### src/rtl/iitb_pipe_pkg.sv
// Shared pipeline definitions: result-select codes, Memory field bits, MEM FSM states.
package iitb_pipe_pkg;

  localparam logic [1:0] SEL_ALU  = 2'b00;
  localparam logic [1:0] SEL_MEM  = 2'b01;
  localparam logic [1:0] SEL_PC2  = 2'b10;
  localparam logic [1:0] SEL_ZPAD = 2'b11;

  localparam int unsigned MEM_LOAD_BIT  = 1;
  localparam int unsigned MEM_STORE_BIT = 0;

  typedef enum logic {IDLE, BUSY} mem_state_t;

endpackage

### src/rtl/mem_result_mux.sv
// Combinational 4:1 write-back result select, shared with the M/WB forwarding path.
module mem_result_mux
  import iitb_pipe_pkg::*;
(
  input  logic [1:0]  sel,
  input  logic [15:0] alu,
  input  logic [15:0] load_data,
  input  logic [15:0] pc_plus2,
  input  logic [15:0] zero_pad,
  output logic [15:0] result
);

  // Pick the write-back source from WB[2:1]
  always_comb begin
    result = alu;
    case (sel)
      SEL_ALU:  result = alu;
      SEL_MEM:  result = load_data;
      SEL_PC2:  result = pc_plus2;
      SEL_ZPAD: result = zero_pad;
      default:  result = alu;
    endcase
  end

endmodule

### src/rtl/mem_stage_ctrl.sv
// Memory-stage controller: launches data-memory accesses, stalls EX/M while they
// are outstanding, and registers the selected write-back result toward M/WB.
module mem_stage_ctrl
  import iitb_pipe_pkg::*;
#(
  parameter int TIMEOUT = 16
) (
  input  logic        clock,
  input  logic        reset,
  input  logic [15:0] PC_plus2_in,
  input  logic [2:0]  WB_in,
  input  logic [1:0]  Memory_in,
  input  logic [15:0] Store_data_in,
  input  logic [15:0] ALU_in,
  input  logic [15:0] Zero_pad_in,
  input  logic [2:0]  Dest_in,
  input  logic        Valid_in,
  output logic        stall_out,
  output logic        dmem_req,
  output logic        dmem_we,
  output logic [15:0] dmem_addr,
  output logic [15:0] dmem_wdata,
  input  logic [15:0] dmem_rdata,
  input  logic        dmem_ready,
  output logic [15:0] Result_out,
  output logic [2:0]  WB_out,
  output logic [2:0]  Dest_out,
  output logic        Valid_out,
  output logic        mem_err,
  output logic [15:0] stall_count
);

  localparam int CW = (TIMEOUT > 2) ? $clog2(TIMEOUT) : 1;

  mem_state_t    state;
  logic [CW-1:0] tcnt;
  logic          mem_op;
  logic          timeout_hit;
  logic          complete;
  logic [15:0]   load_data;
  logic [15:0]   sel_result;

  // Decode memory op, timeout and stall; no path from dmem_rdata into stall
  always_comb begin
    mem_op      = Valid_in & (Memory_in != 2'b00);
    timeout_hit = (state == BUSY) && !dmem_ready && (tcnt == CW'(TIMEOUT - 1));
    complete    = (state == BUSY) && (dmem_ready || timeout_hit);
    stall_out   = (state == IDLE) ? mem_op : (!dmem_ready && !timeout_hit);
    load_data   = '0;
    if ((state == BUSY) && dmem_ready && !dmem_we)
      load_data = dmem_rdata;
  end

  mem_result_mux u_mux (
    .sel       (WB_in[2:1]),
    .alu       (ALU_in),
    .load_data (load_data),
    .pc_plus2  (PC_plus2_in),
    .zero_pad  (Zero_pad_in),
    .result    (sel_result)
  );

  // FSM, access registers, M/WB outputs, timeout and stall counters
  always_ff @(posedge clock) begin
    if (!reset) begin
      state       <= IDLE;
      tcnt        <= '0;
      dmem_req    <= 1'b0;
      dmem_we     <= 1'b0;
      dmem_addr   <= '0;
      dmem_wdata  <= '0;
      Result_out  <= '0;
      WB_out      <= '0;
      Dest_out    <= '0;
      Valid_out   <= 1'b0;
      mem_err     <= 1'b0;
      stall_count <= '0;
    end else begin
      if (stall_out && (stall_count != '1))
        stall_count <= stall_count + 16'd1;
      case (state)
        IDLE: begin
          if (mem_op) begin
            dmem_addr  <= ALU_in;
            dmem_wdata <= Store_data_in;
            dmem_we    <= Memory_in[MEM_STORE_BIT];
            dmem_req   <= 1'b1;
            tcnt       <= '0;
            Valid_out  <= 1'b0;
            state      <= BUSY;
          end else begin
            Result_out <= sel_result;
            WB_out     <= WB_in;
            Dest_out   <= Dest_in;
            Valid_out  <= Valid_in;
          end
        end
        BUSY: begin
          if (complete) begin
            // EX/M is frozen during BUSY, so its live fields still belong to this op
            Result_out <= sel_result;
            WB_out     <= WB_in;
            Dest_out   <= Dest_in;
            Valid_out  <= 1'b1;
            dmem_req   <= 1'b0;
            state      <= IDLE;
            if (timeout_hit)
              mem_err <= 1'b1;
          end else begin
            tcnt      <= tcnt + CW'(1);
            Valid_out <= 1'b0;
          end
        end
        default: state <= IDLE;
      endcase
    end
  end

endmodule

### config.mk
export PLATFORM = sky130hd
export DESIGN_NAME = mem_stage_ctrl
export DESIGN_NICKNAME = d
export VERILOG_FILES = /design/src/rtl/iitb_pipe_pkg.sv /design/src/rtl/mem_result_mux.sv /design/src/rtl/mem_stage_ctrl.sv
export SDC_FILE = /design/constraint.sdc
export NUM_CORES = 1
export LEC_CHECK = 0
export CAP_MARGIN = 20
export CORE_ASPECT_RATIO = 1.1
export CORE_MARGIN = 2
export CORE_UTILIZATION = 50
export CTS_BUF_LIST = sky130_fd_sc_hd__clkbuf_4
export CTS_CLUSTER_SIZE = 30
export DETAILED_ROUTE_END_ITERATION = 8
export DONT_BUFFER_PORTS = 1
export GPL_TIMING_DRIVEN = 0
export PLACE_DENSITY = 0.79
export SLEW_MARGIN = 15
export SYNTH_ARGS = -nofsm -noshare
export SYNTH_HDL_FRONTEND = slang
export SYNTH_SLANG_ARGS = --single-unit
### constraint.sdc
create_clock -name clock -period 1.7 [get_ports clock]
set_input_delay 0.34 -clock clock [delete_from_list [all_inputs] [get_ports clock]]
set_output_delay 0.34 -clock clock [all_outputs]
set_load 0.02 [all_outputs]
==> flow_metrics.env <==
export IMPL_clk_pin_slew_ns=0.13
export IMPL_ir_worst_vdd_uv=675.5
export IMPL_clock_sinks=79
export IMPL_period_needed_ns=1.834
export IMPL_grt_max_degree=14
export IMPL_antenna_found_initial=0
export IMPL_hold_violations=0
export IMPL_start_util=0.5116
export IMPL_timing_fmax_mhz=545.2
export IMPL_die_height_um=92.29
export IMPL_use_met3=0.07041
export IMPL_ys_ff_latch=79
export IMPL_synth_area_leader_cell="dfxtp_1"
export IMPL_fin_tns_setup_ns=-0.3555
export IMPL_multiInputGateArea_um2=2032
export IMPL_gp_congestion=0.8600
export IMPL_hpwlAfterDp_um=7817
export IMPL_vias=3339
export IMPL_finClkSkew_ns=0.01814
export IMPL_synth_area_leaders="dfxtp_1 (45%), nand2_1 (9.3%), a21oi_1 (8.2%)"
export IMPL_regArea_um2=1632
export IMPL_yosysSeqAreaShare=0.4463
export IMPL_drive_gt1_frac=0.2500
export IMPL_max_stage_delay_ns=0.52
export IMPL_slew_violations=0
export IMPL_min_path_type="in2reg"
export IMPL_numCtsBuffers=9
export IMPL_met2_usage=0.4484
export IMPL_critPathBufInv=3
export IMPL_wl_per_cell_um=20.26
export IMPL_async_reset_ff_frac=0
export IMPL_nets=550
export IMPL_finalPower_w=0.003814
export IMPL_die_w_um=84.27
export IMPL_worstPathMaxFanout=8
export IMPL_n_antenna_cell=0
export IMPL_grt_pass1_wl_um=16260
export IMPL_setup_ws_ns=-0.1342
export IMPL_fin_util=0.6241
export IMPL_hold_buffers=0
export IMPL_leakagePower_nw=1.547
export IMPL_crit_required_ns=2.03
export IMPL_top_usage_layer="met2"
export IMPL_drv_cap=0
export IMPL_status="finished with violations"
export IMPL_crit_arrival_ns=2.16
export IMPL_grt_overflow=0
export IMPL_vias_per_cell=6.127
export IMPL_cpLargestDelayFamily="simple AND/OR/NAND/NOR gates"
export IMPL_crit_slowest_cell="or4_1"
export IMPL_whs_ns=0.04679
export IMPL_critPathLaunchType="flop"
export IMPL_met1_usage=0.3117
export IMPL_cts_max_level=3
export IMPL_yosys_most_used_dff="dfxtp_1"
export IMPL_synthToLayoutAreaGrowth_pct=22.00
export IMPL_fp_coreArea_um2=6927
export IMPL_final_common_cell="nand2_1"
export IMPL_synth_top_area_frac=0.4463
export IMPL_num_fill_cells=580
export IMPL_cts_root_buffer="clkbuf_4"
export IMPL_setup_violations=5
export IMPL_worst_pin_slew_ns=0.6087
export IMPL_pre_cts_ws_ns=-0.3265
export IMPL_clk_latency_ns=0.40
export IMPL_syn_area_per_cell_um2=8.260
export IMPL_grt_pass1_vias=3285
export IMPL_path_class="reg2reg"
export IMPL_ant_nets=0
export IMPL_cts_tree="done"
export IMPL_drc=0
export IMPL_syn_cell_area_um2=3543
export IMPL_io_pins=167
export IMPL_power_per_cell_area_nw_per_um2=882.4
export IMPL_violations="negative setup slack"
export IMPL_drt_iter0_drc=167
export IMPL_synth_warning_count=0
export IMPL_clockBufferDepth=2
export IMPL_rows=32
export IMPL_syn_nets=523
export IMPL_slew_headroom=0.5942
export IMPL_synth_cell_type_count=40
export IMPL_cp_cell_sequence="nand2b_4 -> a2bb2oi_4 -> buf_4 -> buf_6 -> buf_8 -> or4_1 -> a21oi_1"
export IMPL_final_cell_mix="nand2_1 (88), dfxtp_1 (59), a21oi_1 (54)"
export IMPL_grt_usage=0.2653
export IMPL_grt_setup_unrepaired="true"
export IMPL_wirelength_um=11040
export IMPL_cp_end_kind="flop"
export IMPL_die_area_um2=7777
export IMPL_syn_inst=429
export IMPL_synth_edff_count=0
export IMPL_timing_final_crit_share=1.079
export IMPL_io_buffer_count=0
export IMPL_dr_pass1_iters=5
==> cells in the mapped netlist, types with 2 or more instances <==
cell type	n
a211oi_1	16
a21oi_1	58
a221oi_1	16
and2_1	4
and3_1	4
and4_1	2
buf_1	4
buf_2	11
buf_4	2
buf_6	2
clkbuf_1	14
dfxtp_1	79
ha_1	2
inv_1	2
mux2i_1	19
nand2_1	88
nand2b_1	3
nand3_1	6
nand3b_1	2
nand4_1	9
nor2_1	40
nor3_1	2
nor4_1	2
o21ai_0	5
o21ai_1	2
o31ai_1	10
or3_1	3
or4_1	10
==> state kept, by name, indices dropped and copies added (netlist names), 3 cells and up <==
| signal | flops |
|---|---|
| stall_count | 16 |
| tcnt | 4 |
| WB_out | 3 |
| Dest_out | 3 |
| dmem_addr | 16 |
| dmem_wdata | 16 |
| Result_out | 16 |
==> logic make-up after synthesis <==
kind of cell | count (synthesis) | share of synthesized area
flops | 79 | 0.4463
simple gates | 181 | 0.2376
fa+ha+maj | 2 | 0.007061
buf+inv | 37 | 0.04978
mux | 19 | 0.05367
compound gates | 111 | 0.2055
==> cell type report <==
| type | count | area share |
|---|---|---|
| flip-flops and latches | 79 | 0.3774 |
| plain buffers | 34 | 0.05383 |
| clock buffers | 10 | 0.01737 |
| multi-input cells | 313 | 0.4700 |
| well taps | 85 | 0.02460 |
| inverters | 3 | 0.005499 |
| clock inverters | 5 | 0.01360 |
| repair buffers | 16 | 0.03763 |
==> per-layer routing <==
layer,vias to the layer above,part of all wire
met2,172,0.51
met1,1549,0.38
li1,1594,-
met4,0,0.024
met3,24,0.084
met5,-,0
==> power by group <==
| part | internal (W) | switching, W |
|---|---|---|
| registers | 0.00195 | 0.000215 |
| clock network | 0.000460 | 0.000644 |
| logic | 0.000225 | 0.000322 |
==> through the flow <==
step                instances  cell area (µm²)
global placement          514             3666
finish                    545             4323
CTS                       540             3969
detailed placement        514             3666
floorplan                 429             3560
global route              545             4323
==> final timing paths <==
kind | start | to | slack (ns) | cells past startpoint
hold reg to reg | stall_count[13] | stall_count[13] | 0.54 | 2
setup reg to reg | state | stall_count[9] | -0.13 | 7
hold / removal | Dest_in[0] | Dest_out[0] | 0.05 | 2
setup / recovery | state | stall_count[9] | -0.13 | 7
==> repair_timing <==
action / in CTS / in global routing
cloned: 0 / 2
gates resized for setup: 36 / 69
endpoints found under the setup margin: 73 / 50
pin swaps: 7 / 19
buffers inserted: 11 / 3
No activity file was read; power rests on OpenSTA's default activity.
